==> src/rtl/instruction_queue.sv <==
// -----------------------------------------------------------------------------
// instruction_queue
//
// DEPTH-entry FIFO between instruction fetch and decode. Each entry holds an
// instruction word and the PC it was fetched from. Fetch pushes through a
// valid/ready handshake, and decode pops the same way. Decode can stall the
// head entry in place. A flush discards everything for branch and exception
// redirects.
//
// Ports
//   clock      in   system clock, rising edge
//   nreset     in   synchronous active-low reset (overrides everything)
//   flush      in   discard all entries; same-cycle push/pop are dropped
//   stall      in   decode stall; head entry is held while high
//   in_valid   in   fetch presents {in_instr, in_pc}
//   in_ready   out  queue can accept a word (== !full)
//   in_instr   in   fetched instruction word
//   in_pc      in   PC of the fetched word
//   out_valid  out  head entry valid (== !empty)
//   out_ready  in   decode accepts the head entry
//   out_instr  out  head instruction word, 0 when empty
//   out_pc     out  head PC, 0 when empty
//   count      out  occupancy 0..DEPTH
//   full       out  count == DEPTH
//   empty      out  count == 0
// -----------------------------------------------------------------------------
module instruction_queue #(
    parameter int DATA_WIDTH = 32,
    parameter int ADDR_WIDTH = 32,
    parameter int DEPTH      = 4,
    localparam int CNT_WIDTH = $clog2(DEPTH) + 1
) (
    input  logic                  clock,
    input  logic                  nreset,
    input  logic                  flush,
    input  logic                  stall,
    input  logic                  in_valid,
    output logic                  in_ready,
    input  logic [DATA_WIDTH-1:0] in_instr,
    input  logic [ADDR_WIDTH-1:0] in_pc,
    output logic                  out_valid,
    input  logic                  out_ready,
    output logic [DATA_WIDTH-1:0] out_instr,
    output logic [ADDR_WIDTH-1:0] out_pc,
    output logic [CNT_WIDTH-1:0]  count,
    output logic                  full,
    output logic                  empty
);

    localparam int PTR_W = $clog2(DEPTH);

    typedef struct packed {
        logic [DATA_WIDTH-1:0] instr;
        logic [ADDR_WIDTH-1:0] pc;
    } entry_t;

    entry_t               mem_q [DEPTH];
    logic [PTR_W-1:0]     rd_ptr_q, rd_ptr_d;
    logic [PTR_W-1:0]     wr_ptr_q, wr_ptr_d;
    logic [CNT_WIDTH-1:0] count_q,  count_d;

    logic push, pop;

    // ------------------------------------------------------------------
    // Status and handshakes come from registered state only, so there is
    // no combinational path from out_ready back to in_ready.
    // ------------------------------------------------------------------
    assign full      = (count_q == CNT_WIDTH'(DEPTH));
    assign empty     = (count_q == '0);
    assign count     = count_q;
    assign in_ready  = !full;
    assign out_valid = !empty;

    // Empty reads as a NOP with PC 0 rather than exposing stale storage.
    assign out_instr = empty ? '0 : mem_q[rd_ptr_q].instr;
    assign out_pc    = empty ? '0 : mem_q[rd_ptr_q].pc;

    // flush cancels both sides of the handshake in the same cycle.
    assign push = in_valid  && in_ready  && !flush;
    assign pop  = out_valid && out_ready && !stall && !flush;

    // ------------------------------------------------------------------
    // Next-state logic
    // ------------------------------------------------------------------
    always_comb begin
        rd_ptr_d = rd_ptr_q;
        wr_ptr_d = wr_ptr_q;
        count_d  = count_q;

        if (flush) begin
            rd_ptr_d = '0;
            wr_ptr_d = '0;
            count_d  = '0;
        end else begin
            // Pointers are exactly log2(DEPTH) bits, so +1 wraps modulo DEPTH.
            if (push) wr_ptr_d = wr_ptr_q + PTR_W'(1);
            if (pop)  rd_ptr_d = rd_ptr_q + PTR_W'(1);
            unique case ({push, pop})
                2'b10:   count_d = count_q + CNT_WIDTH'(1);
                2'b01:   count_d = count_q - CNT_WIDTH'(1);
                default: count_d = count_q;
            endcase
        end
    end

    // ------------------------------------------------------------------
    // State registers
    // ------------------------------------------------------------------
    always_ff @(posedge clock) begin
        if (!nreset) begin
            rd_ptr_q <= '0;
            wr_ptr_q <= '0;
            count_q  <= '0;
        end else begin
            rd_ptr_q <= rd_ptr_d;
            wr_ptr_q <= wr_ptr_d;
            count_q  <= count_d;
        end
    end

    // Storage is cleared on reset so that no output can ever carry X.
    // A flush only moves the pointers; stale words are unreachable.
    always_ff @(posedge clock) begin
        if (!nreset) begin
            for (int i = 0; i < DEPTH; i++) mem_q[i] <= '0;
        end else if (push) begin
            mem_q[wr_ptr_q] <= '{instr: in_instr, pc: in_pc};
        end
    end

endmodule

==> config.mk <==
export PLATFORM = sky130hd
export DESIGN_NAME = instruction_queue
export DESIGN_NICKNAME = d
export VERILOG_FILES = /design/src/rtl/instruction_queue.sv
export SDC_FILE = /design/constraint.sdc
export NUM_CORES = 1
export LEC_CHECK = 0
export ABC_AREA = 1
export BUFFER_PORTS_ARGS = -buffer_cell sky130_fd_sc_hd__buf_2
export CORE_MARGIN = 10
export CORE_UTILIZATION = 26
export CTS_CLUSTER_SIZE = 20
export DETAILED_ROUTE_END_ITERATION = 8
export MAX_ROUTING_LAYER = met4
export PLACE_DENSITY = 0.47
export SKIP_LAST_GASP = 1
export SLEW_MARGIN = 0
export SYNTH_ARGS = -nofsm -noshare
export SYNTH_HDL_FRONTEND = slang
export SYNTH_SLANG_ARGS = --single-unit
==> constraint.sdc <==
create_clock -name clock -period 12.7 [get_ports clock]
set_input_delay 1.905 -clock clock [delete_from_list [all_inputs] [get_ports clock]]
set_output_delay 1.905 -clock clock [all_outputs]
set_load 0.01 [all_outputs]
# [After elaboration in Yosys (flattened, before gate mapping)]
# Memory sizes are Yosys's and may differ from the RTL's. A register that Yosys moved wholly into a read port is not among the register bits.
# Cells that the tools add are included.
[word_totals] regBits=7 ram_bits=256 input_bits=70 out_inout_bits=71 wordCells=37 memories=1
[memory_table] memory="mem_q" words=4 word_bits=64 rd=1 rd_ports_with_merged_regs=1 wr=4 line_no="57" rtl="entry_t mem_q [DEPTH];"
[classes] n_addsub=4 eq_ne=3 muxes=12 bitwise_logic=1 n_reduce_logical=13
[ops] cell="2-to-1 mux 32 bit" count=2
[ops] cell="2-to-1 mux 64 bit" count=1
[ops] cell="OR reduction 64 bit" count=1
[ops] cell="2-to-1 mux 2 bit" count=3
[ops] cell="one-hot mux 3 bit (2 select lines)" count=1
[ops] cell="logical AND 1 bit" count=5
[ops] cell="2-to-1 mux 1 bit" count=5
[ops] cell="adder 2 x 1 -> 2 bit, second input constant" count=2
[ops] cell="zero test 1 bit" count=4
[ops] cell="adder 3 x 1 -> 3 bit, second input constant" count=1
[ops] cell="equality test 3 bit, second input constant" count=1
[ops] cell="zero test 3 bit" count=1
[ops] cell="subtractor 3 x 1 -> 3 bit, second input constant" count=1
[ops] cell="equality test 2 x 1 -> 1 bit, second input constant" count=1
[ops] cell="equality test 2 bit, second input constant" count=1
[ops] cell="nonzero test 2 bit" count=1
[ops] cell="OR reduction 2 bit" count=1
[ops] cell="inverter 1 bit" count=1

# [Logic depth before layout (Yosys ltp)]
# Gate-level depths: netlist (run 1).
[logic_depth] word_depth=9 mapped_depth=14 ltp_nobuf=14

# [Worst setup path before layout (run 1)]
# OpenSTA, ideal clock, no wires.
[synth_path] path_kind="input port to flip-flop" startpoint="input port in_valid" endpoint="memory mem_q[0][0] (netlist name), enable pin" setup_time_ps=574 arrival_ps=6721 t_required_ps=12126 setup_slack_ps=5404 path_stages=4 path_buffers=0 cell_sequence="inv_1 > nor2_2 > nand2_4 > o21ai_0"
[synth_lines] item="start, declared" line_no="37" rtl="input logic in_valid,"
[synth_lines] item="end, declared" line_no="57"

==> reports/summary.txt, run 1 <==
global route overflow: 0
Setup-failing EPs final: 0
sequential area share after synthesis: 67.5%
Slowest cell on crit path: clkinv_2
WS Path Type: reg2out
die height: 232 um
r2r setup slk: 10.08 ns
Clk pin slew, worst setup/hold paths: 0.06 ns
CTS Buf Count: 31
commonest non-fill, non-tap cells in the layout: nor2_1, edfxtp_1, buf_2
clock root buffer: clkbuf_16
final wirelength: 33600 um
filler instances: 4640
hold path start: rd_ptr_q[1]$_SDFFE_PP0P_
Worst slew margin: 24.1%
DR pass1 iterations: 5
first-pass GRT wire length: 52100 um
CTS Buffer Depth: 3
Hold Path Cell Cnt: 2
IO Port Bufs: 140
status: finished clean
layout cell share with drive strength beyond 1: 15.8%
post-DR vias/cell: 4.41
cts-stage hold buffer count: 0
Antenna Nets Post-Route: 0
Initial Util: 26.3%
Sink Count: 265
pin count of the biggest net entering global routing: 73
initial antenna violation count: 0
clock insertion delay at the later pin of the skew report: 0.56 ns
Storage cell area: 0.00788 mm^2
max-slew violations: 0
worst r2r dst: mem_q[0][52]$_SDFFCE_PN0P_
DIE WIDTH: 232 um
Layout Nets: 1356
core box area: 0.0443 mm^2
fmax: 178 MHz
Tcrit/Tclk final: 44.2%
Final Hold Viols: 0
CP peak stage delay: 0.88 ns
Avg Cell Area, Syn: 9.91 um^2
DPL Wire Length: 17800 um
Max Cap Violations: 0
Setup crit end kind: primary output
actual slew at the worst max-slew pin: 1.14 ns
unrepaired setup endpoints after global routing: false
Cells after Synth: 1176
multi-input logic area: 0.00319 mm^2
post-cts sizing count: 0
Clock Skews: 0.00707 ns
worst-case reg-to-reg path depth: 4
CTS H-tree depth: 1
Yosys reg bits: 265
critical path cell sequence: clkinv_2 -> buf_4 -> o21ai_0 -> a21oi_1 -> buf_2
residual DRC count: 0
synthesized area: 0.0117 mm^2
Total GRT Usage: 12.7%
Final Wtd Congestion: 0.686
Vias: 8380
Cell Pwr Density: 141 mW/mm^2
vias in the first global route: 8777
fin crit period: 5.62 ns
Setup TNS: 0 ns
final hold slack: 0.488 ns
startpoint types: flop
post-synth cell types: 20
critical path data required time: 10.80 ns
static leakage: 5.72 nW
number of diodes: 0
Die Area: 0.0537 mm^2
wire length per cell: 17.7 um
Pwr Total: 1.95 mW
Post-CTS Setup Bufs: 0
CP arrival: 3.71 ns
Syn Nets: 1248
Reg2Reg Launch Point: wr_ptr_q[1]$_SDFFE_PP0P_
DR iter-0 viols: 574
Cell Rows: 77
Top delay family on crit path: buffers and inverters
CP Depth: 5
Ys Warns: 0
Area Growth Syn to Fin: 18.7%
IO Count: 141
most common cell after layout, fill and taps aside: nor2_1
CTS tree: built
Hold Path Class: reg2reg
CP bufs+invs: 3
worst vdd ir: 0.0884 mV
worst-path maximum fanout: 72
[stage by stage]
| stage | setup slack [ns] | cells | cell area (um^2) | util (%) |
|---|---|---|---|---|
| floorplan | 5.40 | 1176 | 11700 | - |
| CTS | 6.99 | 1899 | 13800 | 31.2 |
| global route | 6.75 | 1899 | 13800 | 31.2 |
| detailed placement | 7.60 | 1843 | 12900 | 29.1 |
| global placement | 7.66 | 1843 | 12900 | 29.1 |
| finish | 7.08 | 1899 | 13800 | 31.2 |
[cell usage after synthesis]
library cell  instances  area, um^2
o21ai_1               3        15.0
dfxtp_1               9         180
nand3_1               5        25.0
clkbuf_1             35         131
edfxtp_1            256        7690
buf_1                10        37.5
nor2_2                1        6.26
ha_1                  1        12.5
nand3_2               1        10.0
o21ai_0             130         651
inv_1                81         304
inv_2                 4        15.0
nand2_1              82         308
nand2_4               1        11.3
buf_2                24         120
fa_1                  1        20.0
nor2_8                1        20.0
buf_4                 6        45.0
a21oi_1              69         345
nor2_1              456        1710
[kinds of logic after synthesis]
logic type	Yosys count	share of synthesized area [%]
compound gates	202	8.67
fa+ha+maj	2	0.279
buf+inv	160	5.60
flops	265	67.5
simple gates	547	17.9
[routing by layer]
layer  vias to the layer above  GRT usage, %  wire (um)
li1                       4092             -          -
met1                      4074          15.5      15100
met2                       179          22.1      16500
met3                        35          2.33       1530
met4                         0          1.88        427
met5                         -             -          0
[layout make-up]
class	count	area share (%)
inverters	85	2.31
flip-flops and latches	265	56.9
clock buffers	39	5.82
multi-input cells	751	23.1
well taps	592	5.35
repair buffers	150	5.61
clock inverters	17	0.931
[tightest hold or removal path: stages, from the launching register on]
cell and delay, ns:
dfxtp_1 0.32, nand2_1 0.07, a21oi_1 0.06
[worst max path at each step]
stage	endpoint	startpoint	slack, ns
2_1_floorplan	mem_q[0][0]$_SDFFCE_PN0P_	in_valid	5.40
3_3_place_gp	out_instr[2]	flop	7.66
3_5_place_dp	out_instr[2]	flop	7.60
4_1_cts	out_instr[2]	flop	6.99
5_1_grt	out_instr[2]	flop	6.75
6_report	out_instr[2]	flop	7.08
[registers in the layout, indices dropped and copies added (netlist names), named ones only]
register  count
mem_q       256
count         3
rd_ptr_q      2
wr_ptr_q      2
[power breakdown]
group	leakage, nW	internal, mW	switching, mW
Combinational	2.55	0.0289	0.0796
Sequential	2.72	1.00	0.0101
Clock	0.452	0.485	0.349
Note: power is estimated with default switching activity, not from simulation.
==> inputs of run 2 (changes only) <==
Settings changed: ABC_AREA 1 to 0.
Clock period 12.7 ns to 5.57 ns, I/O delays scaled along.
==> run 2 against run 1 <==
- hold slack gained 0.0068 ns
- first-iteration DRC count shrank 24%
- sequential power grew 130%
- routed wire length shrank 2.7%
- largest power group unchanged
==> reports/summary.txt, run 2 <==
fin crit period: 3.73 ns
Setup-failing EPs final: 0
max reg flops: 256
clock insertion delay at the later pin of the skew report: 0.52 ns
Die Area: 0.0555 mm^2
Tcrit/Tclk final: 67.1%
layout cell share with drive strength beyond 1: 30.3%
commonest non-fill, non-tap cells in the layout: edfxtp_1, and3_1, buf_2
unrepaired setup endpoints after global routing: false
IO Port Bufs: 140
status: finished clean
placed cell area: 0.0133 mm^2
Top FF cell, synth: edfxtp_1
final core utilization: 31.4%
synthesized area: 0.0121 mm^2
post-DR vias/cell: 4.60
Final Wtd Congestion: 0.667
most common cell in the netlist: edfxtp_1
Area contributors post-synth: edfxtp_1, mux4_2, and3_1, and2_1, buf_6
die height: 236 um
Cells after Synth: 768
vias in the first global route: 7539
Cell Pwr Density: 326 mW/mm^2
Hold Path Class: reg2reg
r2r setup slk: 2.42 ns
Syn Nets: 840
Storage cell area: 0.00788 mm^2
CTS Buf Count: 34
Ys Warns: 0
Clock Skews: 0.0197 ns
initial antenna violation count: 8
Layout Nets: 958
Antenna Nets Post-Route: 0
Final Hold Viols: 0
core box area: 0.0457 mm^2
Post-synth EDFFs: 256
fmax: 268 MHz
design area: 0.0144 mm^2
Vias: 6979
static leakage: 5.94 nW
Pwr Total: 4.68 mW
critical path data required time: 4.73 ns
global route overflow: 0
most common cell after layout, fill and taps aside: edfxtp_1
IO Count: 141
cts-stage hold buffer count: 0
Synth async-reset ratio: 0%
worst-path maximum fanout: 48
register name with the most flops: mem_q
DIE WIDTH: 236 um
Post-CTS Setup Bufs: 0
worst vdd ir: 0.174 mV
Setup crit end kind: primary output
wire length per cell: 21.6 um
pin count of the biggest net entering global routing: 143
DPL Wire Length: 17800 um
max-slew violations: 0
Avg Cell Area, Syn: 15.7 um^2
Cell Rows: 78
share of the synthesized area in the top cell type: 63.7%
sequential area share after synthesis: 65.1%
post-synth cell types: 30
multi-input logic area: 0.00380 mm^2
CTS Buffer Depth: 3
CTS H-tree depth: 2
Synth area leader: edfxtp_1
CP arrival: 2.90 ns
Yosys reg bits: 265
most common library cells after synthesis: edfxtp_1, and3_1, and2_1, mux4_2, clkbuf_1
Area Growth Syn to Fin: 18.9%
first-pass GRT wire length: 49500 um
clock root buffer: clkbuf_16
Initial Util: 26.4%
DR pass1 iterations: 6
post-cts sizing count: 0
Clk pin slew, worst setup/hold paths: 0.06 ns
Worst slew margin: 26.2%
Total GRT Usage: 11.9%
WS Path Type: reg2out
final wirelength: 32700 um
actual slew at the worst max-slew pin: 1.11 ns
Max Cap Violations: 0
filler instances: 4557
residual DRC count: 0
Sink Count: 265
CTS tree: built
startpoint types: flop
DR iter-0 viols: 434
## run 2: final timing paths
path,startpoint,endpoint,cells past startpoint
worst min-delay path,rd_ptr_q[0]$_SDFFE_PP0P_,rd_ptr_q[0]$_SDFFE_PP0P_,2
worst max-delay path,flop,out_instr[9],4
worst min register to register,rd_ptr_q[0]$_SDFFE_PP0P_,rd_ptr_q[0]$_SDFFE_PP0P_,2
worst max register to register,count[0]$_SDFFE_PP0P_,count[2]$_SDFFE_PP0P_,10
## run 2: area by class of cell
type                       instances  share of cell area (%)
clock buffer                      43                    6.61
multi-input combinational        427                    26.5
sequential                       265                    54.8
tap                              600                    5.23
timing repair buffer             152                    5.59
inverter                           6                   0.157
antenna                            6                   0.105
clock inverter                    17                   0.959
## run 2: logic make-up (layout without fill, tap and decap cells)
family,after synthesis,count (layout),share of synthesized area [%]
AOI/OAI and AO/OA,11,11,0.528
xor gates and xnor gates,2,2,0.145
adders and majority gates,2,2,0.269
buffers and inverters,76,218,3.93
DFF,265,265,65.1
muxes,66,66,12.1
other,0,6,0
and+or+nand+nor,346,346,17.9
## run 2: layer usage
layer	GRT usage [%]	vias up	part of all wire [%]
met5	-	-	0
met2	18.7	157	47
met1	15.0	3599	46
li1	-	3183	-
met3	3.00	40	5.0
met4	3.08	0	1.5
## run 2: metrics by stage
stage | hold WS, ns | worst slack (ns) | std cells | TNS, ns
finish | 0.495 | 1.84 | 1516 | 0
global route | 0.544 | 1.57 | 1516 | 0
global placement | 0.488 | 2.26 | 1450 | 0
floorplan | 0.454 | -0.969 | 768 | -124.05
detailed placement | 0.492 | 2.24 | 1450 | 0
CTS | 0.499 | 1.68 | 1510 | 0
## run 2: power breakdown
group          switching, mW  internal [mW]  total (mW)
Combinational          0.149         0.0881       0.237
Sequential            0.0247           2.28        2.30
Clock                  0.843           1.30        2.14
## run 2: critical path, stage by stage (launching register included)
cell and delay [ns]:
dfxtp_4 1.08, buf_4 0.39, mux4_2 0.53, and2_1 0.20, buf_2 0.15
==> inputs of run 3 (changes only) <==
Settings changed: ABC_AREA 0 to 1, PLACE_DENSITY 0.47 to 0.48.
Clock period 5.57 ns to 3.03 ns, I/O delays scaled along.
==> run 3 against run 2 <==
- flip-flop and latch count unchanged
- sequential share of layout area increased by 1.2 points
- final area decreased by 2.1%
- largest cell class unchanged
- largest power group unchanged
==> reports/summary.txt, run 3 (synthesis gave the netlist of run 1 again) <==
Max Cap Violations: 0
critical path data required time: 2.58 ns
combinational power share: 5.8%
Pwr Total: 8.28 mW
post-route non-filler standard cell count: 1910
Sink Count: 265
Final WS setup: 0.329 ns
global route overflow: 0
startpoint types: flop
most common cell after layout, fill and taps aside: nor2_1
Cell Rows: 77
fmax: 370 MHz
Setup-failing EPs final: 0
Total GRT Usage: 12.9%
cts-stage hold buffer count: 0
vias in the first global route: 8743
DR iter-0 viols: 500
Final Hold Viols: 0
fin crit period: 2.70 ns
Cell Pwr Density: 589 mW/mm^2
max-slew violations: 0
worst-path maximum fanout: 33
static leakage: 5.83 nW
# placed instances: 1858
Layout Nets: 1371
Clock Skews: 0.0235 ns
status: finished clean
clock root buffer: clkbuf_16
CTS H-tree depth: 1
Setup crit end kind: primary output
DPL Wire Length: 20100 um
max reg flops: 256
Hold Path Class: in2reg
residual DRC count: 0
CTS tree: built
Antenna Nets Post-Route: 0
Tcrit/Tclk final: 89.1%
first-pass GRT wire length: 52500 um
IO Port Bufs: 140
initial antenna violation count: 1
pre-CTS setup slack: 0.868 ns
clock share of power: 43.0%
DIE WIDTH: 232 um
switch share: 22.3%
Area Growth Syn to Fin: 20.6%
IO Count: 141
register name with the most flops: mem_q
Initial Util: 26.3%
Post-CTS Setup Bufs: 0
final core utilization: 31.7%
clock insertion delay at the later pin of the skew report: 0.58 ns
WS Path Type: reg2out
post-DR vias/cell: 4.45
design internal power: 6.43 mW
DR pass1 iterations: 7
pin count of the biggest net entering global routing: 77
Clk pin slew, worst setup/hold paths: 0.06 ns
design area: 0.0141 mm^2
CTS Buffer Depth: 3
worst vdd ir: 0.370 mV
sequential power share: 51.1%
commonest non-fill, non-tap cells in the layout: nor2_1, edfxtp_1, buf_2
CP arrival: 2.25 ns
Final Wtd Congestion: 0.709
die height: 232 um
unrepaired setup endpoints after global routing: false
wire length per cell: 18.1 um
actual slew at the worst max-slew pin: 0.962 ns
post-cts sizing count: 0
Die Area: 0.0537 mm^2
final wirelength: 34600 um
CTS Buf Count: 31
layout cell share with drive strength beyond 1: 16.8%
sw power: 1.85 mW
placed cell area: 0.0131 mm^2
Vias: 8503
core box area: 0.0443 mm^2
Worst slew margin: 35.9%
-- run 3: power groups by stage --
| stage | Combinational (mW) | Sequential [mW] | Clock, mW |
|---|---|---|---|
| 2_1_floorplan | 0.259 | 4.32 | 0 |
| 3_3_place_gp | 0.492 | 4.30 | 0 |
| 3_5_place_dp | 0.494 | 4.31 | 0 |
| 4_1_cts | 0.497 | 4.23 | 3.65 |
| 5_1_grt | 0.544 | 4.25 | 3.80 |
| 6_report | 0.482 | 4.23 | 3.56 |
-- run 3: worst max-delay path: stages, from the launching register on --
cell and delay (ns):
dfxtp_1 0.33, inv_1 0.09, nand3_1 0.17, inv_2 0.47, buf_12 0.31, a21oi_1 0.14, buf_2 0.17
-- run 3: worst paths after layout --
check / endpoint / startpoint / cells after the start / slack, ns
worst max register to register: mem_q[1][20]$_SDFFCE_PN0P_ / wr_ptr_q[1]$_SDFFE_PP0P_ / 4 / 0.90
worst min register to register: count[0]$_SDFFE_PP0P_ / count[0]$_SDFFE_PP0P_ / 1 / 0.49
worst min-delay path: mem_q[3][37]$_DFFE_PP_ / in_instr[5] / 3 / 0.22
worst max-delay path: out_instr[22] / count[2]$_SDFFE_PP0P_ / 6 / 0.33
-- run 3: per-stage QoR --
stage | hold WS, ns | TNS, ns
after floorplan | 0.461 | -208.41
after global placement | 0.473 | 0
final | 0.219 | 0
after CTS | 0.189 | 0
after global routing | 0.216 | 0
after detailed placement | 0.484 | 0
-- run 3: layer usage --
layer	track usage [%]	part of all wire, %
met1	16.5	46
met2	21.1	47
met3	2.38	5.5
met4	2.47	1.5
met5	-	0
-- run 3: area by class of cell --
type | count | area [um^2]
Clock inverter | 14 | 143
Antenna cell | 1 | 2.50
Fill cell | 4695 | 30300
Tap cell | 592 | 741
Inverter | 85 | 320
Clock buffer | 37 | 798
Sequential cell | 265 | 7880
Timing Repair Buffer | 165 | 988
Multi-Input combinational cell | 751 | 3190
